`config.mk`:
```
export PLATFORM = sky130hd
export DESIGN_NAME = trng_collector_fifo
export DESIGN_NICKNAME = d
export VERILOG_FILES = /design/src/rtl/trng_pkg.sv /design/src/rtl/trng_word_fifo.sv /design/src/rtl/trng_collector_fifo.sv
export SDC_FILE = /design/constraint.sdc
export NUM_CORES = 1
export LEC_CHECK = 0
export CELL_PAD_IN_SITES_DETAIL_PLACEMENT = 2
export CELL_PAD_IN_SITES_GLOBAL_PLACEMENT = 2
export CORE_MARGIN = 1.5
export CORE_UTILIZATION = 30
export DETAILED_ROUTE_END_ITERATION = 8
export GPL_TIMING_DRIVEN = 0
export PLACE_DENSITY_LB_ADDON = 0.1
export SYNTH_ARGS = -nofsm -noshare
export SYNTH_HDL_FRONTEND = slang
export SYNTH_SLANG_ARGS = --single-unit
export TNS_END_PERCENT = 30
```
`constraint.sdc`:
```
create_clock -name rng_clk -period 2.3 [get_ports rng_clk]
set_input_delay 0.46 -clock rng_clk [delete_from_list [all_inputs] [get_ports rng_clk]]
set_output_delay 0.46 -clock rng_clk [all_outputs]
set_load 0.02 [all_outputs]
```
`src/rtl/trng_pkg.sv`:
```
// Shared constants and types for the TRNG word collector and its FIFO.
package trng_pkg;

    localparam int TRNG_DATA_W     = 16;
    localparam int TRNG_FIFO_DEPTH = 4;
    localparam int TRNG_DISC_W     = 8;

    // Order in which serial bits land in the assembled word.
    typedef enum logic {
        TRNG_MSB_FIRST = 1'b0,
        TRNG_LSB_FIRST = 1'b1
    } trng_bit_order_e;

    // Width needed to hold an occupancy count of 0..depth.
    function automatic int trng_level_w(input int depth);
        return $clog2(depth + 1);
    endfunction

endpackage

```
`src/rtl/trng_word_fifo.sv`:
```
// Synchronous word FIFO with a registered level count; rdata reads 0 when empty.
module trng_word_fifo
    import trng_pkg::*;
#(
    parameter int DATA_W = TRNG_DATA_W,
    parameter int DEPTH  = TRNG_FIFO_DEPTH,
    localparam int LVL_W = trng_level_w(DEPTH)
) (
    input  logic              rng_clk,
    input  logic              rst_n,
    input  logic              clr,
    input  logic              push,
    input  logic              pop,
    input  logic [DATA_W-1:0] wdata,
    output logic [DATA_W-1:0] rdata,
    output logic              full,
    output logic              empty,
    output logic [LVL_W-1:0]  level
);

    localparam int             PTR_W    = $clog2(DEPTH);
    localparam logic [LVL_W-1:0] LVL_FULL = LVL_W'(DEPTH);

    logic [DATA_W-1:0] mem [DEPTH];
    logic [PTR_W-1:0]  wr_ptr;
    logic [PTR_W-1:0]  rd_ptr;
    logic              do_push;
    logic              do_pop;

    // A push into a full FIFO is legal only when the head leaves on the same edge.
    assign do_pop  = pop && !empty;
    assign do_push = push && (!full || do_pop);

    assign empty = (level == '0);
    assign full  = (level == LVL_FULL);
    assign rdata = empty ? '0 : mem[rd_ptr];

    always_ff @(posedge rng_clk) begin
        // NOTE: non-blocking assignments so every register samples pre-edge values.
        if (!rst_n || clr) begin
            wr_ptr <= '0;
            rd_ptr <= '0;
            level  <= '0;
        end else begin
            if (do_push) wr_ptr <= wr_ptr + 1'b1;
            if (do_pop)  rd_ptr <= rd_ptr + 1'b1;
            if (do_push && !do_pop)      level <= level + 1'b1;
            else if (!do_push && do_pop) level <= level - 1'b1;
        end
    end

    // NOTE: storage is not reset; the empty decode on rdata masks stale entries.
    always_ff @(posedge rng_clk) begin
        if (do_push && rst_n && !clr) mem[wr_ptr] <= wdata;
    end

endmodule

```
`src/rtl/trng_collector_fifo.sv`:
```
// Assembles serial balance-filter bits into words and queues them for CRNGT/EHR readers.
module trng_collector_fifo
    import trng_pkg::*;
#(
    parameter int DATA_W = TRNG_DATA_W,
    parameter int DEPTH  = TRNG_FIFO_DEPTH,
    parameter bit MSB_IN = 1'b1,
    parameter int DISC_W = TRNG_DISC_W
) (
    input  logic                           rng_clk,
    input  logic                           rst_n,
    input  logic                           rst_trng_logic,
    input  logic                           balance_filter_valid,
    input  logic                           balance_filter_data,
    input  logic                           collector_rd,
    output logic                           collector_valid,
    output logic [DATA_W-1:0]              collector_data,
    output logic                           collector_full,
    output logic [trng_level_w(DEPTH)-1:0] collector_level,
    output logic [DISC_W-1:0]              collector_discard_cnt
);

    localparam int                CNT_W    = $clog2(DATA_W + 1);
    localparam logic [CNT_W-1:0]  CNT_FULL = CNT_W'(DATA_W);
    localparam trng_bit_order_e   ORDER    = trng_bit_order_e'(MSB_IN);

    logic [DATA_W-1:0] shift_q, shift_d;
    logic [CNT_W-1:0]  cnt_q, cnt_d;
    logic [DISC_W-1:0] disc_q;
    logic              asm_full;
    logic              fifo_empty;
    logic              push, pop, accept, drop;

    assign asm_full = (cnt_q == CNT_FULL);
    assign pop      = collector_rd && !fifo_empty;
    assign push     = asm_full && (!collector_full || pop);
    assign accept   = balance_filter_valid && (!asm_full || push);
    assign drop     = balance_filter_valid && !accept;

    always_comb begin
        // NOTE: defaults first so no path leaves a variable unassigned (no latches).
        shift_d = shift_q;
        cnt_d   = cnt_q;
        if (push) cnt_d = '0;
        if (accept) begin
            if (ORDER == TRNG_LSB_FIRST) shift_d = {balance_filter_data, shift_q[DATA_W-1:1]};
            else                         shift_d = {shift_q[DATA_W-2:0], balance_filter_data};
            cnt_d = cnt_d + 1'b1;
        end
    end

    always_ff @(posedge rng_clk) begin
        if (!rst_n || rst_trng_logic) begin
            shift_q <= '0;
            cnt_q   <= '0;
            disc_q  <= '0;
        end else begin
            shift_q <= shift_d;
            cnt_q   <= cnt_d;
            if (drop && (disc_q != '1)) disc_q <= disc_q + 1'b1;
        end
    end

    trng_word_fifo #(
        .DATA_W (DATA_W),
        .DEPTH  (DEPTH)
    ) u_fifo (
        .rng_clk (rng_clk),
        .rst_n   (rst_n),
        .clr     (rst_trng_logic),
        .push    (push),
        .pop     (pop),
        .wdata   (shift_q),
        .rdata   (collector_data),
        .full    (collector_full),
        .empty   (fifo_empty),
        .level   (collector_level)
    );

    assign collector_valid       = !fifo_empty;
    assign collector_discard_cnt = disc_q;

endmodule

```
==> run_results.csv, run 1 <==
group,metric,value,unit
run_status,status,"finished, final reports clean",
synthesis,synthTopCellsByArea,"edfxtp_1, dfxtp_1, mux4_2",
synthesis,synth_fp_nets,293,
clocking,cts_buffers,9,
worst_setup_path,rr_startpoint,"u_fifo.level[1]",
sta,rsz0062_at_grt,"true",
placement,place_ws,-734,ps
power_and_ir_drop,p_int,2890,µW
die,num_rows,42,
worst_setup_path,cp_max_fo,5,
sta,finalSetupTns,0,ps
synthesis,synth_top_area_cell,"edfxtp_1",
global_routing,grt_max_degree,17,
sta,period_minus_slack,2250,ps
worst_setup_path,crit_chain,"buf_6 -> buf_12 -> buf_16 -> mux4_2 -> and2_4 -> buf_6",
worst_setup_path,endpoint,"collector_data[6]",
global_routing,grt_pass1_wl,15800,µm
worst_setup_path,slowest_delay,490,ps
clocking,root_buffer,"clkbuf_16",
global_routing,grt-ovfl-total,0,
worst_setup_path,cp_common_cell,"buf_6",
worst_setup_path,cp_slowest_cell,"mux4_2",
die,io_pins,35,
routing,dr.pass1.iters,4,
power_and_ir_drop,p_per_area,688,mW/mm²
sta,timing_max_transition_violations_final,0,
routing,drt-vias-per-instance,4.73,
sta,fin_crit_sh,0.976,
sta,setup_ws,54.4,ps
routing,antenna_left,0,
placement,place_congestion,0.682,
synthesis,synth_top_area_frac,0.465,
synthesis,ys_types,41,
die,die_h,120,µm
worst_setup_path,cp-end-kind,"output pin",
final_layout,antenna_cells,0,
final_layout,area_growth,26.8,%
sta,hold_viol_final,0,
synthesis,synthesis.area,0.00413,mm²
global_routing,grt_usage,0.147,
placement,hpwl,5960,µm
power_and_ir_drop,p_leak,0.00185,µW
worst_setup_path,cp.arrival,1790,ps
clocking,cts_tree,"done",
clocking,clk_latency,340,ps
clocking,clk_path_buf_depth,2,
sta,slew_headroom,0.598,
worst_setup_path,rr_worst_depth,9,
routing,wl_per_cell,18.9,µm
min_path,hold_class,"flip-flop to flip-flop",
synthesis,avgSynthCellArea,14.9,µm²
clocking,clk_pin_slew_worst_paths,70,ps
synthesis,syn_inst,278,
synthesis,synth_warnings,0,
clocking,clock-sinks,102,
sta,worst_pin_slew,601,ps
power_and_ir_drop,combPwrFrac,0.016,
routing,drc,0,
worst_setup_path,worstPathRequired,1840,ps
final_layout,drive_gt1_frac,0.282,
sta,finalSetupViolCount,0,
sta,max_freq,445,MHz
worst_setup_path,rrSetupSlack,70,ps
flow_run,maxCapViolations,0,
worst_setup_path,worst-setup-path-type,"flip-flop to output pin",
routing,vias,2441,
sta,fin_skew,8.12,ps
synthesis,yosys_register_bits,102,
sta,whs,522,ps
worst_setup_path,r2r_end,"u_fifo.level[2]",
power_and_ir_drop,pwr-share-clk,0.451,
final_layout,finalNetCount,350,
die,start_util,0.310,
routing,drt_wl_total,9750,µm
die,core,0.0133,mm²
routing,dr.first_iter.drc_count,119,
die,fp.dieArea,0.0145,mm²
worst_setup_path,start_kind,"flip-flop",
placement,port_buffers,34,
global_routing,grt_antenna_before_repair,0,
die,die_width,120,µm
clocking,htreeDepth,3,
power_and_ir_drop,switching_share,0.196,
power_and_ir_drop,ir_drop,0.000274,V
power_and_ir_drop,p_switching,708,µW
synthesis,synth-seq-area-share,0.649,
power_and_ir_drop,seqPwrFrac,0.533,
global_routing,grt_pass1_vias,2731,
## power by group through the flow
stage	registers, µW	logic, µW	clock network (µW)
after CTS	1920	59.1	1670
after global placement	1960	56.4	0
after floorplan	1960	32.2	0
final	1920	57.8	1620
after detailed placement	1960	57.3	0
after global routing	1920	63.7	1750
## how the worst min path moves through the flow
stage / cells after the start / endpoint / start
3_5_place_dp: 2 / collector_discard_cnt[5] / collector_discard_cnt[5]
6_report: 2 / collector_discard_cnt[5] / collector_discard_cnt[5]
5_1_grt: 0 / u_fifo.mem[3][0] / shift_q[0]
4_1_cts: 2 / collector_discard_cnt[1] / collector_discard_cnt[1]
3_3_place_gp: 0 / u_fifo.mem[2][0] / shift_q[0]
2_1_floorplan: 0 / u_fifo.mem[0][0] / shift_q[0]
## layer usage
layer	vias up	share of wire	wire [µm]	GRT usage
met4	0	0.011	110	0.0485
met2	28	0.50	4840	0.242
met3	8	0.022	212	0.0269
met5	-	0	0	0
li1	1161	-	-	-
met1	1244	0.47	4580	0.196
## registers in the layout, indices dropped and copies added, names as in the netlist, named ones only
| register | cells |
|---|---|
| u_fifo.mem | 64 |
| u_fifo.wr_ptr | 2 |
| u_fifo.level | 3 |
| shift_q | 16 |
| collector_discard_cnt | 8 |
| cnt_q | 5 |
| u_fifo.rd_ptr | 2 |
## Yosys cell counts
master,number
a211oi_1,1
a21oi_1,9
a311oi_1,1
a41oi_1,1
and2_1,16
and3_1,5
and4bb_2,1
buf_1,1
buf_2,2
buf_4,1
buf_6,1
buf_8,1
clkbuf_1,7
dfxtp_1,38
edfxtp_1,64
fa_1,1
ha_1,8
inv_1,5
mux2i_1,19
mux4_2,16
nand2_1,5
nand2b_1,1
nand3_1,6
nand3_2,1
nand4_1,2
nand4bb_1,1
nor2_1,31
nor2b_1,2
nor3b_1,1
nor4b_4,1
o211ai_1,2
o21ai_0,4
o21ai_1,1
o31ai_1,2
o41ai_1,2
or3_1,1
or3_2,2
or4_1,5
or4b_4,1
xnor2_1,4
xor2_1,5
## worst max-delay path, delay by kind of cell (launching register included)
| family | cells | cell delay, ps |
|---|---|---|
| multiplexers | 1 | 490 |
| AND/OR/NAND/NOR | 1 | 150 |
| flip-flops | 1 | 320 |
| buffers and inverters | 4 | 480 |
## through the flow
stage / std cells / total power [µW] / utilization / area, µm²
6_report: 516 / 3600 / 0.392 / 5240
5_1_grt: 516 / 3730 / 0.392 / 5240
4_1_cts: 508 / 3650 / 0.384 / 5120
3_5_place_dp: 488 / 2020 / 0.354 / 4720
3_3_place_gp: 488 / 2020 / 0.354 / 4720
2_1_floorplan: 278 / 2000 / - / 4160
## cells by family (layout without fill, tap and decap cells)
family          Yosys count  count (layout)  share of synthesized area
buf+inv                  18              80                     0.0224
compound gates           23              23                     0.0345
fa+ha+maj                 9               9                     0.0291
flops                   102             102                      0.649
mux                      35              35                      0.133
xor+xnor                  9               9                     0.0191
simple gates             82              82                      0.113
## cell type report
class | count | area [µm²]
Inverter | 5 | 18.8
Clock inverter | 6 | 86.3
Multi-Input combinational cell | 158 | 1440
Sequential cell | 102 | 2700
Clock buffer | 10 | 229
Timing Repair Buffer | 47 | 433
Buffer | 12 | 116
Tap cell | 176 | 220
Fill cell | 1350 | 8110
## placed cells by master, fill, tap and decap left out, types with 2 or more instances in the layout
| master | n |
|---|---|
| nor2b_1 | 2 |
| dfxtp_2 | 2 |
| nand4_1 | 2 |
| o41ai_1 | 2 |
| mux4_2 | 16 |
| xor2_1 | 5 |
| edfxtp_1 | 64 |
| inv_1 | 5 |
| buf_8 | 3 |
| buf_4 | 12 |
| buf_6 | 7 |
| o31ai_1 | 2 |
| clkbuf_1 | 5 |
| ha_1 | 6 |
| clkbuf_16 | 9 |
| nand3_1 | 6 |
| nor2_1 | 30 |
| buf_12 | 2 |
| o211ai_1 | 2 |
| xnor2_1 | 4 |
| or4_1 | 5 |
| mux2i_1 | 19 |
| a21oi_1 | 8 |
| clkdlybuf4s50_1 | 16 |
| buf_2 | 10 |
| clkinv_4 | 2 |
| and2_1 | 10 |
| or3_4 | 2 |
| and2_4 | 6 |
| and3_2 | 4 |
| dfxtp_4 | 3 |
| o21ai_0 | 4 |
| dfxtp_1 | 33 |
| nand2_1 | 4 |
| bufinv_16 | 2 |
## what timing repair did
action                                  4_1_cts  5_1_grt
endpoints found under the setup margin       83       28
pin swaps                                     2       10
hold buffers                                  0        0
cloned                                        2        0
buffers inserted                              3        8
gates resized for setup                      82       35
Note: power is estimated with default switching activity, not from simulation.
==> inputs of run 2 (changes only) <==
CORE_UTILIZATION = 37   (was 30)
CTS_CLUSTER_DIAMETER = 30   (was not set)
==> run_results.csv, run 2 (synthesized netlist as in run 1, its figures left out) <==
group,metric,value,unit
routing,drt_wl_total,8990,µm
placement,place_congestion,0.738,
sta,finalSetupViolCount,0,
clocking,root_buffer,"clkbuf_8",
final_layout,largest_reg_flops,64,
sta,hold_viol_final,0,
worst_setup_path,endpoint,"collector_data[7]",
sta,timing_max_transition_violations_final,0,
power_and_ir_drop,ir_drop,0.000353,V
final_layout,drive_gt1_frac,0.259,
die,start_util,0.380,
routing,dr.pass1.iters,4,
final_layout,layout_common_cells,"edfxtp_1, dfxtp_1, nor2_1, mux2i_1",
clocking,clk_path_buf_depth,2,
placement,hpwl,5690,µm
die,die_h,109,µm
sta,fin_skew,16.8,ps
min_path,hold_depth,2,
worst_setup_path,worstPathRequired,1840,ps
die,die_width,109,µm
min_path,min_from,"collector_discard_cnt[5]",
worst_setup_path,cp_max_fo,5,
power_and_ir_drop,pwr-share-clk,0.372,
power_and_ir_drop,p_switching,665,µW
power_and_ir_drop,p_int,2490,µW
die,io_pins,35,
global_routing,grt_max_degree,18,
clocking,clk_pin_slew_worst_paths,100,ps
final_layout,largest_register,"u_fifo.mem",
sta,period_minus_slack,2250,ps
worst_setup_path,rrSetupSlack,140,ps
power_and_ir_drop,switching_share,0.211,
routing,drt-vias-per-instance,5.15,
worst_setup_path,worst-setup-path-type,"flip-flop to output pin",
worst_setup_path,start_kind,"flip-flop",
sta,whs,521,ps
global_routing,grt_antenna_before_repair,0,
final_layout,multiInputGateArea,0.00143,mm²
global_routing,grt_pass1_wl,14700,µm
sta,worst_pin_slew,633,ps
routing,dr.first_iter.drc_count,79,
worst_setup_path,r2r_end,"u_fifo.level[2]",
min_path,hold_class,"flip-flop to flip-flop",
worst_setup_path,rr_startpoint,"u_fifo.level[0]",
die,num_rows,38,
sta,slew_headroom,0.578,
final_layout,utilization,0.456,
worst_setup_path,cp-end-kind,"output pin",
run_status,status,"finished, final reports clean",
global_routing,grt_pass1_vias,2630,
final_layout,regArea,0.00270,mm²
final_layout,antenna_cells,0,
routing,wl_per_cell,19.1,µm
placement,place_ws,-677,ps
placement,port_buffers,34,
clocking,clk_latency,360,ps
sta,max_freq,444,MHz
final_layout,fillers,1057,
worst_setup_path,cp.arrival,1790,ps
placement,placed_area,0.00468,mm²
routing,antenna_left,0,
flow_run,maxCapViolations,0,
power_and_ir_drop,combPwrFrac,0.019,
clocking,cts_buffers,9,
global_routing,grt-ovfl-total,0,
sta,rsz0062_at_grt,"true",
clocking,clock-sinks,102,
sta,setup_ws,48.1,ps
clocking,htreeDepth,3,
final_layout,area_growth,20.2,%
sta,fin_crit_sh,0.979,
die,core,0.0109,mm²
clocking,cts_tree,"done",
die,fp.dieArea,0.0118,mm²
clocking,ctsHoldBuffers,0,
routing,drc,0,
power_and_ir_drop,seqPwrFrac,0.609,
final_layout,final_common_cell,"edfxtp_1",
final_layout,finalNetCount,342,
final_layout,fin_area,0.00497,mm²
global_routing,grt_usage,0.170,
power_and_ir_drop,p_leak,0.00174,µW
routing,vias,2429,
power_and_ir_drop,p_per_area,635,mW/mm²
worst_setup_path,rr_worst_depth,8,
-- run 2: changes by cell type in the layout (fill, tap and decap cells not counted), moves of 2 or more --
cell / change
and2_1: +4
and2_4: -4
buf_2: +4
buf_4: -6
buf_6: -5
clkbuf_16: -9
clkbuf_8: +10
dfxtp_1: -2
dfxtp_2: +3
inv_1: -2
inv_2: +2
-- run 2: layout make-up --
type / instances / share of cell area
inverters: 5 / 0.00378
plain buffers: 11 / 0.0204
well taps: 140 / 0.0353
clock buffers: 11 / 0.0285
flip-flops and latches: 102 / 0.543
clock inverters: 5 / 0.0134
repair buffers: 40 / 0.0683
multi-input cells: 158 / 0.287
-- run 2: metrics by stage --
stage | cells | total power [µW] | setup TNS (ps)
5_1_grt | 472 | 3280 | -83.1
6_report | 472 | 3150 | 0
4_1_cts | 473 | 3200 | 0
2_1_floorplan | 278 | 2000 | 0
3_3_place_gp | 452 | 2020 | -51200
3_5_place_dp | 452 | 2020 | -53830
-- run 2: critical path, cell delays in order, from the launching register on --
cell	delay [ps]
dfxtp_2	340
buf_6	130
buf_12	130
mux4_2	500
and2_1	180
buf_2	160
-- run 2: power groups by stage --
stage	registers, µW	clock network, µW	logic [µW]
3_3_place_gp	1960	0	56.0
2_1_floorplan	1960	0	32.2
5_1_grt	1920	1290	64.6
3_5_place_dp	1960	0	56.1
6_report	1920	1170	58.8
4_1_cts	1920	1220	57.9
-- run 2: how the worst min path moves through the flow --
stage | endpoint | slack (ps)
6_report | collector_discard_cnt[5] | 520
2_1_floorplan | u_fifo.mem[0][0] | 460
3_3_place_gp | collector_discard_cnt[5] | 490
3_5_place_dp | collector_discard_cnt[1] | 500
5_1_grt | u_fifo.mem[0][0] | 540
4_1_cts | collector_discard_cnt[5] | 520
-- run 2: what timing repair did --
item                       4_1_cts  5_1_grt
resized for setup               93       11
gates cloned                     2        0
hold endpoints to repair         0        0
buffers inserted                 4        0
setup endpoints to repair       83       36
pin swaps                        1        2
-- run 2: metal layers --
metal,part of all wire,track usage
met5,0,0
met4,0.0091,0.0367
met3,0.030,0.0377
met2,0.49,0.280
met1,0.47,0.230
==> inputs of run 3 (changes only) <==
ABC_AREA = 1   (was not set)
CORE_UTILIZATION = 33   (was 37)
HOLD_SLACK_MARGIN = 0.08   (was not set)
==> run_results.csv, run 3 <==
group,metric,value,unit
die,io_pins,35,
clocking,cts_tree,"done",
clocking,clk_path_buf_depth,2,
global_routing,grt_usage,0.179,
die,num_rows,41,
synthesis,yosys_most_used_dff,"edfxtp_1",
die,die_width,116,µm
routing,drc,0,
clocking,clk_pin_slew_worst_paths,60,ps
routing,vias,3162,
worst_setup_path,cp_common_cell,"buf_4",
synthesis,synth-edff-count,64,
clocking,htreeDepth,3,
power_and_ir_drop,p_leak,0.00196,µW
worst_setup_path,crit_family,"buffers and inverters",
routing,antenna_left,0,
worst_setup_path,cp.arrival,1800,ps
sta,finalSetupTns,0,ps
global_routing,grt-ovfl-total,0,
worst_setup_path,critPathBufInv,5,
worst_setup_path,slowest_delay,320,ps
synthesis,synth_fp_nets,446,
sta,hold_viol_final,0,
global_routing,grt_antenna_before_repair,0,
synthesis,synth_top_area_cell,"edfxtp_1",
synthesis,synth_warnings,0,
clocking,cts_buffers,9,
global_routing,grt.met2_usage,0.330,
run_status,status,"finished, final reports clean",
synthesis,synth-seq-area-share,0.631,
final_layout,final_common_cell,"nor2_1",
flow_run,maxCapViolations,0,
clocking,root_buffer,"clkbuf_16",
sta,fin_skew,11.3,ps
synthesis,avgSynthCellArea,9.86,µm²
worst_setup_path,start_kind,"flip-flop",
min_path,hold_class,"flip-flop to flip-flop",
synthesis,yosys_register_bits,102,
routing,drt-vias-per-instance,4.78,
worst_setup_path,cp_max_fo,5,
final_layout,layout_common_cells,"nor2_1, edfxtp_1, o21ai_0, a21oi_1, dfxtp_1",
power_and_ir_drop,p_per_area,655,mW/mm²
routing,wl_per_cell,16.7,µm
die,core,0.0126,mm²
worst_setup_path,cp_slowest_cell,"dfxtp_1",
sta,max_freq,442,MHz
sta,slew_headroom,0.637,
final_layout,multiInputGateArea,0.00140,mm²
final_layout,drive_gt1_frac,0.151,
sta,timing_max_transition_violations_final,0,
sta,rsz0062_at_grt,"true",
final_layout,largest_reg_flops,64,
synthesis,synthesis.area,0.00425,mm²
placement,hpwl,7410,µm
synthesis,synth.most_common_cell,"nor2_1",
final_layout,finalNetCount,499,
worst_setup_path,cp-end-kind,"output pin",
sta,finalSetupViolCount,0,
global_routing,grt_use_met3,0.0249,
global_routing,grtUsageMet1,0.217,
clocking,clk_latency,350,ps
worst_setup_path,crit_chain,"buf_6 -> clkinvlp_4 -> buf_4 -> clkbuf_8 -> nor2_1 -> o21ai_0 -> a21oi_1 -> buf_4",
power_and_ir_drop,ir_drop,0.000313,V
final_layout,largest_register,"u_fifo.mem",
synthesis,syn_inst,431,
global_routing,top_usage_layer,"met2",
die,start_util,0.338,
sta,fin_crit_sh,0.983,
global_routing,grt_max_degree,17,
clocking,clock-sinks,102,
final_layout,regArea,0.00269,mm²
routing,dr.pass1.iters,4,
power_and_ir_drop,fin_total_pwr,3450,µW
final_layout,area_growth,23.8,%
die,die_h,116,µm
global_routing,grt_pass1_wl,18000,µm
placement,port_buffers,34,
synthesis,synth_common_cells,"nor2_1, edfxtp_1, o21ai_0",
placement,place_congestion,0.741,
synthesis,synth_top_area_frac,0.452,
synthesis,synthTopCellsByArea,"edfxtp_1, dfxtp_1, nor2_1",
global_routing,grt_pass1_vias,3459,
sta,worst_pin_slew,543,ps
routing,drt_wl_total,11100,µm
die,fp.dieArea,0.0136,mm²
synthesis,synthArstFlopShare,0,
final_layout,fillers,1335,
final_layout,antenna_cells,0,
routing,dr.first_iter.drc_count,104,
worst_setup_path,worst-setup-path-type,"flip-flop to output pin",
worst_setup_path,worstPathRequired,1840,ps
sta,period_minus_slack,2260,ps
clocking,ctsHoldBuffers,0,
synthesis,ys_types,27,
run 3: final timing paths:
check	startpoint	endpoint	slack [ps]	cells past startpoint
worst max-delay path	flip-flop	collector_data[14]	40	8
worst min-delay path	u_fifo.rd_ptr[1]	flip-flop	490	2
worst max register to register	cnt_q[0]	u_fifo.level[2]	250	13
worst min register to register	u_fifo.rd_ptr[1]	flip-flop	490	2
run 3: area by class of cell:
class	count	area share
Multi-Input combinational cell	278	0.266
Tap cell	172	0.0409
Buffer	17	0.0262
Sequential cell	102	0.511
Clock buffer	13	0.0476
Clock inverter	3	0.00428
Timing Repair Buffer	43	0.0792
Inverter	33	0.0247
run 3: layer usage:
layer / share of wire / wire length, µm
met3: 0.020 / 225
met5: 0 / 0
met4: 0.013 / 145
met1: 0.45 / 5010
met2: 0.51 / 5690
run 3: timing repair:
action / 4_1_cts / 5_1_grt
resized for setup: 69 / 19
pin swaps: 2 / 3
gates cloned: 1 / 0
endpoints found under the setup margin: 75 / 13
buffers inserted: 5 / 1
run 3: metrics by stage:
step	hold WS [ps]	util	cell area (µm²)	setup WS, ps	std cells
finish	485	0.418	5260	38.0	661
global route	516	0.418	5260	-13.4	661
CTS	482	0.417	5240	-72.4	660
detailed placement	472	0.385	4840	-728	639
global placement	453	0.382	4800	-1150	637
floorplan	436	-	4250	137	431
run 3: worst min-delay path, delay by kind of cell, from the launching register on:
family / cells / cell delay [ps]
buffers and inverters: 1 / 60
AO/OA/AOI/OAI: 1 / 80
flip-flops: 1 / 300
run 3: where the power goes:
part	switching, µW	total, µW	internal (µW)
registers	17.5	1960	1940
clock network	652	1420	765
logic	42.8	68.0	25.2
run 3: logic make-up after synthesis:
group	Yosys count	synth area share
AO/OA/AOI/OAI	96	0.116
XOR/XNOR	4	0.00824
adder cells (fa/ha/maj)	9	0.0283
buffers and inverters	51	0.0501
flip-flops	102	0.631
AND/OR/NAND/NOR	169	0.166
